===== src/rtl/multicycle_ctrl_fsm.sv =====
// Multi-cycle RV32I control FSM: FETCH/DECODE/EXEC/MEM/WB sequencing with a memory watchdog.
// Optional ILLEGAL_TRAP_EN: unknown opcodes halt and pulse the extra 'illegal' output.
module multicycle_ctrl_fsm #(
    parameter int TO_W   = 4,
    parameter int TO_MAX = 15
) (
    input  logic        clk,
    input  logic        rst_n,
    input  logic [31:0] instr,
    input  logic        br_taken,
    input  logic        imem_ack,
    input  logic        dmem_ack,
    output logic        imem_req,
    output logic        dmem_req,
    output logic        dmem_we,
    output logic [1:0]  mem_size,
    output logic        mem_uns,
    output logic        ir_we,
    output logic        pc_we,
    output logic [1:0]  pc_src,
    output logic        rwen,
    output logic [1:0]  memreg,
    output logic        ALUsrcA,
    output logic [1:0]  ALUsrc,
    output logic [1:0]  ALUop,
    output logic [2:0]  immsel,
    output logic        bus_err,
`ifdef ILLEGAL_TRAP_EN
    output logic        illegal,
`endif
    output logic [2:0]  state_o
);
    typedef enum logic [2:0] {
        S_FETCH = 3'd0, S_DECODE = 3'd1, S_EXEC = 3'd2,
        S_MEM   = 3'd3, S_WB     = 3'd4, S_HALT = 3'd5
    } state_t;

    typedef enum logic [3:0] {
        C_ILL, C_R, C_I, C_LOAD, C_STORE, C_BR, C_LUI, C_AUIPC, C_JAL, C_JALR
    } cls_t;

    localparam logic [TO_W-1:0] WD_LAST = TO_W'(TO_MAX - 1);

    state_t          state_q;
    cls_t            cls_q, cls_d;
    logic [1:0]      msize_q, msize_d;
    logic            muns_q, muns_d;
    logic            rdz_q;
    logic [TO_W-1:0] wd_q;
    logic            bus_err_q;
`ifdef ILLEGAL_TRAP_EN
    logic            illegal_q;
`endif
    logic            unused_instr;

    assign unused_instr = ^instr[31:15];

    always_comb begin
        cls_d = C_ILL;
        case (instr[6:0])
            7'b0110011: cls_d = C_R;
            7'b0010011: cls_d = C_I;
            7'b0000011: cls_d = C_LOAD;
            7'b0100011: cls_d = C_STORE;
            7'b1100011: cls_d = C_BR;
            7'b0110111: cls_d = C_LUI;
            7'b0010111: cls_d = C_AUIPC;
            7'b1101111: cls_d = C_JAL;
            7'b1100111: cls_d = C_JALR;
            default:    cls_d = C_ILL;
        endcase
        // func3 size 2'b11 has no RV32 meaning; it and its unsigned forms collapse to a word access
        msize_d = (instr[13:12] == 2'b11) ? 2'b10 : instr[13:12];
        muns_d  = instr[14] && !instr[13] && (cls_d == C_LOAD);
    end

    always_ff @(posedge clk or negedge rst_n) begin
        if (!rst_n) begin
            state_q   <= S_FETCH;
            cls_q     <= C_ILL;
            msize_q   <= 2'b00;
            muns_q    <= 1'b0;
            rdz_q     <= 1'b0;
            wd_q      <= '0;
            bus_err_q <= 1'b0;
`ifdef ILLEGAL_TRAP_EN
            illegal_q <= 1'b0;
`endif
        end else begin
`ifdef ILLEGAL_TRAP_EN
            illegal_q <= 1'b0;
`endif
            case (state_q)
                S_FETCH: begin
                    if (imem_ack) begin
                        state_q <= S_DECODE;
                        wd_q    <= '0;
                    end else if (wd_q == WD_LAST) begin
                        bus_err_q <= 1'b1;
                        state_q   <= S_HALT;
                    end else begin
                        wd_q <= wd_q + 1'b1;
                    end
                end
                S_DECODE: begin
                    cls_q   <= cls_d;
                    msize_q <= msize_d;
                    muns_q  <= muns_d;
                    rdz_q   <= (instr[11:7] == 5'd0);
                    state_q <= S_EXEC;
                end
                S_EXEC: begin
                    case (cls_q)
                        C_LOAD, C_STORE: begin
                            state_q <= S_MEM;
                            wd_q    <= '0;
                        end
                        C_BR: begin
                            state_q <= S_FETCH;
                            wd_q    <= '0;
                        end
`ifdef ILLEGAL_TRAP_EN
                        C_ILL: begin
                            state_q   <= S_HALT;
                            illegal_q <= 1'b1;
                        end
`endif
                        default: state_q <= S_WB;
                    endcase
                end
                S_MEM: begin
                    if (dmem_ack) begin
                        state_q <= (cls_q == C_LOAD) ? S_WB : S_FETCH;
                        wd_q    <= '0;
                    end else if (wd_q == WD_LAST) begin
                        bus_err_q <= 1'b1;
                        state_q   <= S_HALT;
                    end else begin
                        wd_q <= wd_q + 1'b1;
                    end
                end
                S_WB: begin
                    state_q <= S_FETCH;
                    wd_q    <= '0;
                end
                default: state_q <= S_HALT;
            endcase
        end
    end

    always_comb begin
        imem_req = 1'b0;
        dmem_req = 1'b0;
        dmem_we  = 1'b0;
        mem_size = 2'b00;
        mem_uns  = 1'b0;
        ir_we    = 1'b0;
        pc_we    = 1'b0;
        pc_src   = 2'b00;
        rwen     = 1'b0;
        memreg   = 2'b00;
        ALUsrcA  = 1'b0;
        ALUsrc   = 2'b00;
        ALUop    = 2'b00;
        immsel   = 3'b000;
        if (state_q == S_EXEC || state_q == S_MEM || state_q == S_WB) begin
            case (cls_q)
                C_R:     ALUop = 2'b10;
                C_I:     begin ALUop = 2'b11; ALUsrc = 2'b01; end
                C_LOAD:  begin ALUsrc = 2'b01; memreg = 2'b01; end
                C_STORE: begin ALUsrc = 2'b01; immsel = 3'b001; end
                C_BR:    begin ALUop = 2'b01; immsel = 3'b010; end
                C_LUI:   begin ALUsrc = 2'b01; immsel = 3'b011; memreg = 2'b10; end
                C_AUIPC: begin ALUsrcA = 1'b1; ALUsrc = 2'b10; immsel = 3'b011; end
                C_JAL:   begin ALUsrcA = 1'b1; ALUsrc = 2'b01; immsel = 3'b100; memreg = 2'b11; end
                C_JALR:  begin ALUsrc = 2'b01; memreg = 2'b11; end
                default: ;
            endcase
        end
        case (state_q)
            S_FETCH: begin
                imem_req = rst_n;
                ir_we    = rst_n && imem_ack;
            end
            S_EXEC: begin
                if (cls_q == C_BR) begin
                    pc_we  = 1'b1;
                    pc_src = br_taken ? 2'b01 : 2'b00;
                end
            end
            S_MEM: begin
                // A store retires on its ack cycle; dropping req there keeps pc_we and dmem_req exclusive
                dmem_req = !((cls_q == C_STORE) && dmem_ack);
                dmem_we  = (cls_q == C_STORE) && !dmem_ack;
                mem_size = msize_q;
                mem_uns  = muns_q;
                pc_we    = (cls_q == C_STORE) && dmem_ack;
            end
            S_WB: begin
                rwen  = !rdz_q && (cls_q != C_ILL);
                pc_we = 1'b1;
                if (cls_q == C_JAL)       pc_src = 2'b01;
                else if (cls_q == C_JALR) pc_src = 2'b10;
            end
            default: ;
        endcase
    end

    assign bus_err = bus_err_q;
    assign state_o = state_q;
`ifdef ILLEGAL_TRAP_EN
    assign illegal = illegal_q;
`endif
endmodule

===== config.mk =====
export PLATFORM = sky130hd
export DESIGN_NAME = multicycle_ctrl_fsm
export DESIGN_NICKNAME = d
export VERILOG_FILES = /design/src/rtl/multicycle_ctrl_fsm.sv
export SDC_FILE = /design/constraint.sdc
export NUM_CORES = 1
export LEC_CHECK = 0
export BUFFER_PORTS_ARGS = -buffer_cell sky130_fd_sc_hd__buf_4
export CELL_PAD_IN_SITES_DETAIL_PLACEMENT = 0
export CELL_PAD_IN_SITES_GLOBAL_PLACEMENT = 1
export CORE_ASPECT_RATIO = 1.1
export CORE_MARGIN = 2
export CORE_UTILIZATION = 34
export DETAILED_ROUTE_END_ITERATION = 8
export HOLD_SLACK_MARGIN = 0.1
export PLACE_DENSITY_LB_ADDON = 0.2
export REMOVE_ABC_BUFFERS = 1
export SLEW_MARGIN = 20
export SYNTH_ARGS = -nofsm -noshare
export SYNTH_HDL_FRONTEND = slang
export SYNTH_SLANG_ARGS = --single-unit
export TNS_END_PERCENT = 50

===== constraint.sdc =====
create_clock -name clk -period 3.1 [get_ports clk]
set_input_delay 0 -clock clk [delete_from_list [all_inputs] [get_ports clk]]
set_output_delay 0 -clock clk [all_outputs]
set_load 0.01 [all_outputs]

==> impl_metrics.py, run 1 <==
metrics = {
    "job": {
        "drv_cap": 0,
    },
    "timing": {
        "finClkSkew_ns": 0.00259,
        "setup_violations": 0,
        "finalCriticalPeriod_ns": 2.13,
        "postLayoutSetupSlackWorst_ns": 0.966,
        "drv_slew": 0,
        "finalHoldViolations": 0,
        "min_period_over_period": 0.688,
        "fmaxAchievable_ghz": 0.469,
        "tightestPinTransition_ns": 0.633,
        "grt_setup_unrepaired": "false",
        "setup_tns_ns": 0,
        "slew_headroom": 0.577,
    },
    "worst_setup_path": {
        "max_stage_delay_ns": 0.59,
        "reg2reg_to": "rdz_q",
        "crit_start": "state_o[1]",
        "crit_required_ns": 3.10,
        "critical_path_class": "reg -> out",
        "cp_max_fo": 14,
        "r2r_start": "state_o[0]",
        "cp_slowest_cell": "dfrtp_1",
        "r2r_slack_ns": 0.99,
        "critPathBufInv": 1,
        "endpoint_kind": "output pin",
        "critical-path-top-delay-family": "simple AND/OR/NAND/NOR gates",
        "start_kind": "flop",
        "cp.arrival_ns": 2.13,
        "ff2ff_path_depth": 3,
        "crit_chain": "nor2b_1, nor2_1, nor4_1, buf_4",
    },
    "pwr": {
        "p_int_uw": 352,
        "p_sw_frac": 0.205,
        "power.switching_uw": 90.8,
        "p_per_area_nw_per_um2": 252,
        "total_power_uw": 443,
        "leakagePower_nw": 0.766,
        "clockPowerShare": 0.418,
        "ir_drop_mv": 0.159,
        "combinationalPowerShare": 0.106,
        "seqPwrFrac": 0.476,
    },
    "drt": {
        "viasPerCell": 5.00,
        "drt_iter0_drc": 38,
        "vias": 1295,
        "drc_errors": 0,
        "wl_per_cell_um": 12.2,
        "first_pass_iters": 4,
        "final_antenna_net_count": 0,
        "wl_um": 3160,
    },
    "placement": {
        "dp_slack_ns": 1.21,
        "dp_hpwl_um": 2420,
        "gp_congestion": 0.848,
        "port_buffers": 44,
        "dp_cells": 243,
    },
    "synth": {
        "synth.avg_cell_area_um2": 7.82,
        "syn_inst": 159,
        "synth_xor_area_frac": 0.0141,
        "synth-seq-cells": 16,
        "yosysWarnings": 0,
        "synth_top_family_by_area": "simple AND/OR/NAND/NOR gates",
        "yosysTopAreaCell": "dfrtp_1",
        "synthSimpleGateAreaFrac": 0.383,
        "muxShareOfSynthArea": 0.0352,
        "synth_top_area_frac": 0.322,
        "ys_types": 41,
        "synth_compound_area_frac": 0.173,
        "netlist_area_um2": 1240,
        "ys_seq_area_frac": 0.322,
        "synthAdderAreaFrac": 0.0201,
        "synthTopCellsByArea": "dfrtp_1, nand2_1, nand3b_1",
    },
    "min_path": {
        "min_path_type": "in -> reg",
        "hold_depth": 4,
        "hp-start": "instr[6]",
        "whs_endpoint": "cls_q[1]",
    },
    "cells_and_area": {
        "drive_gt1_frac": 0.268,
        "nFillCells": 374,
        "final_cells": 259,
        "nets": 249,
        "areaGrowthSynthToFinish_pct": 41.3,
        "diodes": 0,
    },
    "cts": {
        "cts-root-buf": "clkbuf_8",
        "clk_latency_ns": 0.25,
        "clkSinkCount": 16,
        "cts_tree": "yes",
        "cts_buffers": 3,
        "cts.path.max_buffers": 2,
        "cts.htree.levels": 1,
        "path_clk_slew_ns": 0.06,
    },
    "floorplanning": {
        "die_w_um": 61.7,
        "coreArea_um2": 3570,
        "fp.dieH_um": 67.4,
        "dieArea_um2": 4160,
        "rows": 23,
        "start_util": 0.349,
        "boundaryPins": 62,
    },
    "grt": {
        "grt_max_degree": 21,
        "busiest_layer": "met2",
        "track_usage": 0.166,
        "grt_pass1_vias": 1195,
        "grt_overflow_total": 0,
        "grt_first_pass_wirelength_um": 5330,
        "grt.met3_usage": 0.0307,
        "use_met2": 0.279,
        "grt_antenna_before_repair": 0,
        "grt_use_met1": 0.219,
    },
    "outcome": {
        "outcome": "complete, no violations",
    },
}
[worst max-delay path by stage]
stage          endpoint  cells past startpoint
6_report       ALUop[1]                      4
4_1_cts        ALUop[1]                      4
2_1_floorplan  ALUop[1]                      3
5_1_grt        ALUop[1]                      4
3_5_place_dp    wd_q[0]                      4
3_3_place_gp    wd_q[0]                      4
[cells in the mapped netlist (all sizes together)]
cell type	instances
nor4	5
nand3	6
nand2b	8
nand4	3
a21o	1
o221ai	1
nand3b	8
nor2b	2
ha	2
a21oi	9
or4	1
xnor2	1
o31ai	5
inv	3
and3	6
mux2i	1
clkbuf	2
dfrtp	16
mux2	3
a211oi	2
nand2	18
and2b	1
or2	1
xor2	1
o21ai	12
a31oi	4
nand4bb	1
buf	8
or3	1
nor3	6
nor2	15
nor3b	2
o22ai	1
or3b	1
and2	2
[timing repair]
action | 4_1_cts | 5_1_grt
setup buffers | 0 | 0
hold buffers | 12 | 0
hold endpoints to repair | 24 | 0
gates resized for setup | 0 | 0
[layout by cell type, fill, tap and decap left out, drive strengths merged, types with 2 or more instances in the layout]
| master | count |
|---|---|
| o31ai | 5 |
| nor4 | 5 |
| nand4 | 3 |
| and3 | 6 |
| nand3b | 8 |
| a211oi | 2 |
| inv | 3 |
| nand2 | 18 |
| ha | 2 |
| mux2 | 3 |
| clkbuf | 4 |
| buf | 44 |
| nor2 | 15 |
| nor3b | 2 |
| dlygate4sd3 | 12 |
| o21ai | 12 |
| a31oi | 4 |
| a21oi | 9 |
| and2 | 2 |
| nor2b | 2 |
| dfrtp | 16 |
| nand2b | 8 |
| nor3 | 6 |
| nand3 | 6 |
[per-stage QoR]
step	hold WS [ns]	cell area, µm²	utilization
global route	0.133	1760	0.493
CTS	0.119	1760	0.493
floorplan	-0.296	1190	-
detailed placement	-0.120	1580	0.444
finish	0.113	1760	0.493
global placement	-0.124	1580	0.444
[layout make-up]
type	count	area, µm²	share of cell area
multi-input combinational	130	778	0.443
clock buffer	4	55.1	0.0313
sequential	16	400	0.228
timing repair buffer	56	450	0.256
tap	50	62.6	0.0356
inverter	3	11.3	0.00641
[power by group through the flow]
stage               logic [mW]  registers [mW]  clock network [mW]
CTS                     0.0478           0.211               0.190
finish                  0.0471           0.211               0.185
global route            0.0527           0.211               0.202
global placement        0.0371           0.214                   0
detailed placement      0.0382           0.215                   0
floorplan              0.00825           0.215                   0
[cell families (layout without fill, tap and decap cells)]
logic type / after synthesis / in the layout
compound gates: 35 / 35
flops: 16 / 16
mux: 4 / 4
xor+xnor: 2 / 2
buf+inv: 13 / 63
fa+ha+maj: 2 / 2
simple gates: 87 / 87
[routing by layer]
| layer | share of wire | vias to the layer above |
|---|---|---|
| li1 | - | 673 |
| met1 | 0.46 | 585 |
| met2 | 0.48 | 33 |
| met3 | 0.054 | 4 |
| met4 | 0.0070 | 0 |
| met5 | 0 | - |
[registers in the layout, summed over array words and instances (netlist names)]
name     flops
cls_q        4
wd_q         4
state_o      3
msize_q      2
bus_err      1
muns_q       1
rdz_q        1
[tightest hold or removal path: stages]
cell	delay, ns
buf_4	0.11
nor3_1	0.06
nor2_1	0.07
o21ai_0	0.08
Power figures use the tool's default switching activity.
==> run 2, diff against run 1 <==
--- a/config.mk
+++ b/config.mk
@@ -10,7 +10,7 @@
 export CELL_PAD_IN_SITES_GLOBAL_PLACEMENT = 1
 export CORE_ASPECT_RATIO = 1.1
 export CORE_MARGIN = 2
-export CORE_UTILIZATION = 34
+export CORE_UTILIZATION = 28
 export DETAILED_ROUTE_END_ITERATION = 8
 export HOLD_SLACK_MARGIN = 0.1
 export PLACE_DENSITY_LB_ADDON = 0.2
==> constraint.sdc (replaced) <==
create_clock -name clk -period 1.9 [get_ports clk]
set_input_delay 0 -clock clk [delete_from_list [all_inputs] [get_ports clk]]
set_output_delay 0 -clock clk [all_outputs]
set_load 0.01 [all_outputs]
==> impl_metrics.py, run 2 (synthesis results as in run 1) <==
metrics = {
    "placement": {
        "port_buffers": 44,
        "gp_congestion": 0.810,
        "place_area_um2": 1660,
        "dp_hpwl_um": 2680,
    },
    "floorplanning": {
        "dieArea_um2": 4990,
        "coreArea_um2": 4290,
        "rows": 25,
        "start_util": 0.290,
        "fp.dieH_um": 73.9,
        "boundaryPins": 62,
        "die_w_um": 67.5,
    },
    "worst_setup_path": {
        "max_stage_delay_ns": 0.57,
        "cp.arrival_ns": 2.01,
        "critical_path_class": "in -> reg",
        "crit_required_ns": 2.08,
        "endpoint_kind": "flop",
        "timing.critical_path.mode_cell": "dlygate4sd3_1",
        "r2r_start": "state_o[1]",
        "crit_chain": "dlygate4sd3_1, buf_4, nand4_1, dlygate4sd3_1, o31ai_1, dlygate4sd3_1",
        "cp_max_fo": 2,
        "cp_slowest_cell": "dlygate4sd3_1",
        "crit_start": "instr[0]",
        "start_kind": "primary input",
    },
    "grt": {
        "grt_overflow_total": 0,
        "grt_max_degree": 19,
        "grt_antenna_before_repair": 0,
        "grt_pass1_vias": 1232,
        "grt_first_pass_wirelength_um": 5520,
        "track_usage": 0.141,
    },
    "timing": {
        "slew_headroom": 0.703,
        "fmaxAchievable_ghz": 0.547,
        "tightestPinTransition_ns": 0.445,
        "finalHoldViolations": 0,
        "finalCriticalPeriod_ns": 1.83,
        "min_period_over_period": 0.962,
        "setup_violations": 0,
        "drv_slew": 0,
        "finClkSkew_ns": 0.00316,
        "worst_hold_slack_ns": 0.115,
    },
    "min_path": {
        "min_path_type": "in -> reg",
        "hp-start": "instr[6]",
    },
    "cells_and_area": {
        "regArea_um2": 402,
        "areaGrowthSynthToFinish_pct": 46.9,
        "final_cell_mix": "buf_4, nand2_1, dfrtp_1, nor2_1, dlygate4sd3_1",
        "final_common_cell": "buf_4",
        "nFillCells": 459,
        "nets": 258,
        "multiInputGateArea_um2": 787,
        "diodes": 0,
        "post-route-cell-area_um2": 1830,
        "drive_gt1_frac": 0.309,
    },
    "pwr": {
        "p_per_area_nw_per_um2": 368,
        "leakagePower_nw": 0.796,
        "total_power_uw": 673,
        "ir_drop_mv": 0.343,
    },
    "cts": {
        "post_cts_buffers": 0,
        "cts.path.max_buffers": 2,
        "cts-root-buf": "clkbuf_8",
        "cts_tree": "yes",
        "clkSinkCount": 16,
        "cts.htree.levels": 1,
        "path_clk_slew_ns": 0.06,
        "cts_buffers": 3,
        "clk_latency_ns": 0.25,
    },
    "drt": {
        "drc_errors": 0,
        "wl_um": 3460,
        "wl_per_cell_um": 12.8,
        "first_pass_iters": 4,
        "drt_iter0_drc": 93,
        "vias": 1401,
        "viasPerCell": 5.17,
        "final_antenna_net_count": 0,
    },
    "outcome": {
        "outcome": "complete, no violations",
    },
    "job": {
        "drv_cap": 0,
    },
}
==> run 2: timing repair <==
action                     CTS  global route
hold buffers                12             0
gates resized for setup      0             3
hold endpoints to repair    23             0
setup endpoints to repair    0             7
==> run 2: worst max-delay path, delay by kind of cell <==
| family | cells | cell delay (ns) |
|---|---|---|
| buf+inv | 4 | 1.77 |
| compound gates | 1 | 0.18 |
| simple gates | 1 | 0.06 |
==> run 2: path summary, 6_finish.rpt <==
check | end | slack [ns] | cells after the start
min in group asynchronous | state_o[2] | 0.15 | 2
max | cls_q[3] | 0.07 | 6
min reg2reg | bus_err | 0.46 | 1
min | cls_q[1] | 0.12 | 4
max in group asynchronous | cls_q[3] | 1.53 | 2
max reg2reg | cls_q[3] | 0.11 | 6
==> run 2: power by group <==
group	internal [mW]	switching (mW)
Clock	0.140	0.112
Combinational	0.0463	0.0299
Sequential	0.343	0.000949
==> run 2: through the flow <==
step	utilization	setup WS [ns]	TNS, ns	cells
finish	0.426	0.0714	0	271
global route	0.426	-0.0154	-0.0154	271
CTS	0.424	0.0194	0	271
detailed placement	0.386	0.292	0	256
global placement	0.386	0.306	0	256
floorplan	-	0.336	0	149
==> run 2: area by class of cell <==
| cell class | instances | share of cell area |
|---|---|---|
| Timing Repair Buffer | 65 | 0.284 |
| Tap cell | 54 | 0.0370 |
| Sequential cell | 16 | 0.220 |
| Inverter | 3 | 0.00616 |
| Clock buffer | 3 | 0.0226 |
| Multi-Input combinational cell | 130 | 0.431 |
==> run 2: per-layer routing <==
metal / vias up / track usage / routed length [µm]
met5: - / 0 / 0
met4: 0 / 0.0136 / 8
met3: 2 / 0.0368 / 200
met2: 41 / 0.240 / 1750
met1: 666 / 0.186 / 1500
li1: 692 / - / -
==> run 3, diff against run 2 <==
--- a/config.mk
+++ b/config.mk
@@ -8,12 +8,12 @@
 export BUFFER_PORTS_ARGS = -buffer_cell sky130_fd_sc_hd__buf_4
 export CELL_PAD_IN_SITES_DETAIL_PLACEMENT = 0
 export CELL_PAD_IN_SITES_GLOBAL_PLACEMENT = 1
-export CORE_ASPECT_RATIO = 1.1
+export CORE_ASPECT_RATIO = 1.25
 export CORE_MARGIN = 2
-export CORE_UTILIZATION = 28
+export CORE_UTILIZATION = 31
 export DETAILED_ROUTE_END_ITERATION = 8
 export HOLD_SLACK_MARGIN = 0.1
-export PLACE_DENSITY_LB_ADDON = 0.2
+export PLACE_DENSITY_LB_ADDON = 0.1
 export REMOVE_ABC_BUFFERS = 1
 export SLEW_MARGIN = 20
 export SYNTH_ARGS = -nofsm -noshare
==> constraint.sdc (replaced) <==
create_clock -name clk -period 2 [get_ports clk]
set_input_delay 0 -clock clk [delete_from_list [all_inputs] [get_ports clk]]
set_output_delay 0 -clock clk [all_outputs]
set_load 0.01 [all_outputs]
==> impl_metrics.py, run 3 (synthesis results as in run 1) <==
metrics = {
    "cts": {
        "post_cts_buffers": 0,
        "path_clk_slew_ns": 0.06,
        "clkSinkCount": 16,
        "cts-root-buf": "clkbuf_8",
        "cts_buffers": 3,
        "cts.htree.levels": 1,
        "cts_tree": "yes",
        "clk_latency_ns": 0.24,
        "cts.path.max_buffers": 2,
    },
    "worst_setup_path": {
        "crit_required_ns": 2.18,
        "start_kind": "flop",
        "cp_max_fo": 15,
        "crit_start": "state_o[2]",
        "cp.arrival_ns": 2.01,
        "critical_path_class": "reg -> reg",
        "r2r_start": "state_o[2]",
        "endpoint_kind": "flop",
    },
    "outcome": {
        "outcome": "complete, no violations",
    },
    "drt": {
        "wl_um": 3330,
        "vias": 1366,
        "drt_iter0_drc": 44,
        "wl_per_cell_um": 12.4,
        "viasPerCell": 5.08,
        "first_pass_iters": 4,
        "final_antenna_net_count": 0,
        "drc_errors": 0,
    },
    "floorplanning": {
        "coreArea_um2": 3820,
        "start_util": 0.326,
        "die_w_um": 60.7,
        "dieArea_um2": 4540,
        "rows": 25,
        "boundaryPins": 62,
        "fp.dieH_um": 74.8,
    },
    "min_path": {
        "hp-start": "instr[6]",
        "min_path_type": "in -> reg",
    },
    "pwr": {
        "p_int_uw": 503,
        "seqPwrFrac": 0.514,
        "p_sw_frac": 0.209,
        "power.switching_uw": 133,
        "clockPowerShare": 0.373,
        "ir_drop_mv": 0.413,
        "leakagePower_nw": 0.790,
        "p_per_area_nw_per_um2": 352,
        "combinationalPowerShare": 0.113,
    },
    "placement": {
        "gp_congestion": 0.790,
        "dp_hpwl_um": 2560,
        "port_buffers": 44,
        "dp_cells": 255,
    },
    "cells_and_area": {
        "diodes": 0,
        "nets": 256,
        "areaGrowthSynthToFinish_pct": 45.3,
        "final_cells": 269,
        "drive_gt1_frac": 0.307,
        "final_cell_mix": "buf_4, nand2_1, nor2_1, dfrtp_1",
        "final_common_cell": "buf_4",
    },
    "timing": {
        "min_period_over_period": 0.915,
        "slew_headroom": 0.694,
        "grt_setup_unrepaired": "false",
        "finalCriticalPeriod_ns": 1.83,
        "fmaxAchievable_ghz": 0.547,
        "tightestPinTransition_ns": 0.458,
        "finalHoldViolations": 0,
        "setup_tns_ns": 0,
        "drv_slew": 0,
        "finClkSkew_ns": 0.00397,
        "setup_violations": 0,
    },
    "grt": {
        "track_usage": 0.152,
        "grt_first_pass_wirelength_um": 5320,
        "grt_max_degree": 21,
        "grt_pass1_vias": 1240,
        "grt_antenna_before_repair": 0,
        "grt_overflow_total": 0,
    },
    "job": {
        "drv_cap": 0,
    },
}
## run 3: final timing paths
check | slack (ns) | cells after the start | endpoint
min in group asynchronous | 0.16 | 2 | state_o[1]
max | 0.17 | 6 | rdz_q
max reg2reg | 0.17 | 6 | rdz_q
min reg2reg | 0.47 | 1 | bus_err
min | 0.11 | 4 | cls_q[1]
max in group asynchronous | 1.63 | 2 | state_o[2]
## run 3: timing repair
| action | in CTS | in global routing |
|---|---|---|
| setup endpoints to repair | 0 | 1 |
| resized for setup | 0 | 3 |
| endpoints found under the hold margin | 23 | 0 |
| hold buffers | 11 | 0 |
## run 3: area by class of cell
cell class / count / area [µm²]
fill: 408 / 2010
multi-input combinational: 130 / 783
timing repair buffer: 63 / 500
sequential: 16 / 403
tap: 54 / 67.6
clock buffer: 3 / 41.3
inverter: 3 / 11.3
## run 3: layer usage
metal  vias up  track usage  wire, µm
li1        689            -         -
met1       628        0.189      1470
met2        45        0.264      1680
met3         4       0.0309       149
met4         0       0.0386        29
met5         -            0         0
## run 3: metrics by stage
step | total power, mW | hold slack, ns | cell area, µm² | util | setup slack (ns)
6_report | 0.636 | 0.113 | 1810 | 0.473 | 0.170
5_1_grt | 0.665 | 0.126 | 1810 | 0.473 | 0.00974
4_1_cts | 0.647 | 0.113 | 1800 | 0.471 | 0.105
3_5_place_dp | 0.391 | -0.120 | 1650 | 0.432 | 0.304
3_3_place_gp | 0.390 | -0.121 | 1650 | 0.432 | 0.361
2_1_floorplan | 0.346 | -0.296 | 1190 | - | 0.436
## run 3: worst max-delay path: stages (launching register included)
cell	delay (ns)
dfrtp_2	0.45
buf_4	0.17
nor2_1	0.10
nand2_1	0.06
buf_4	0.19
o31ai_2	0.21
dlygate4sd3_1	0.57
## run 3: power by group through the flow
stage | registers [mW] | logic (mW) | clock network, mW
floorplan | 0.333 | 0.0128 | 0
global placement | 0.333 | 0.0577 | 0
detailed placement | 0.333 | 0.0587 | 0
CTS | 0.327 | 0.0721 | 0.248
global route | 0.327 | 0.0784 | 0.259
finish | 0.327 | 0.0718 | 0.237
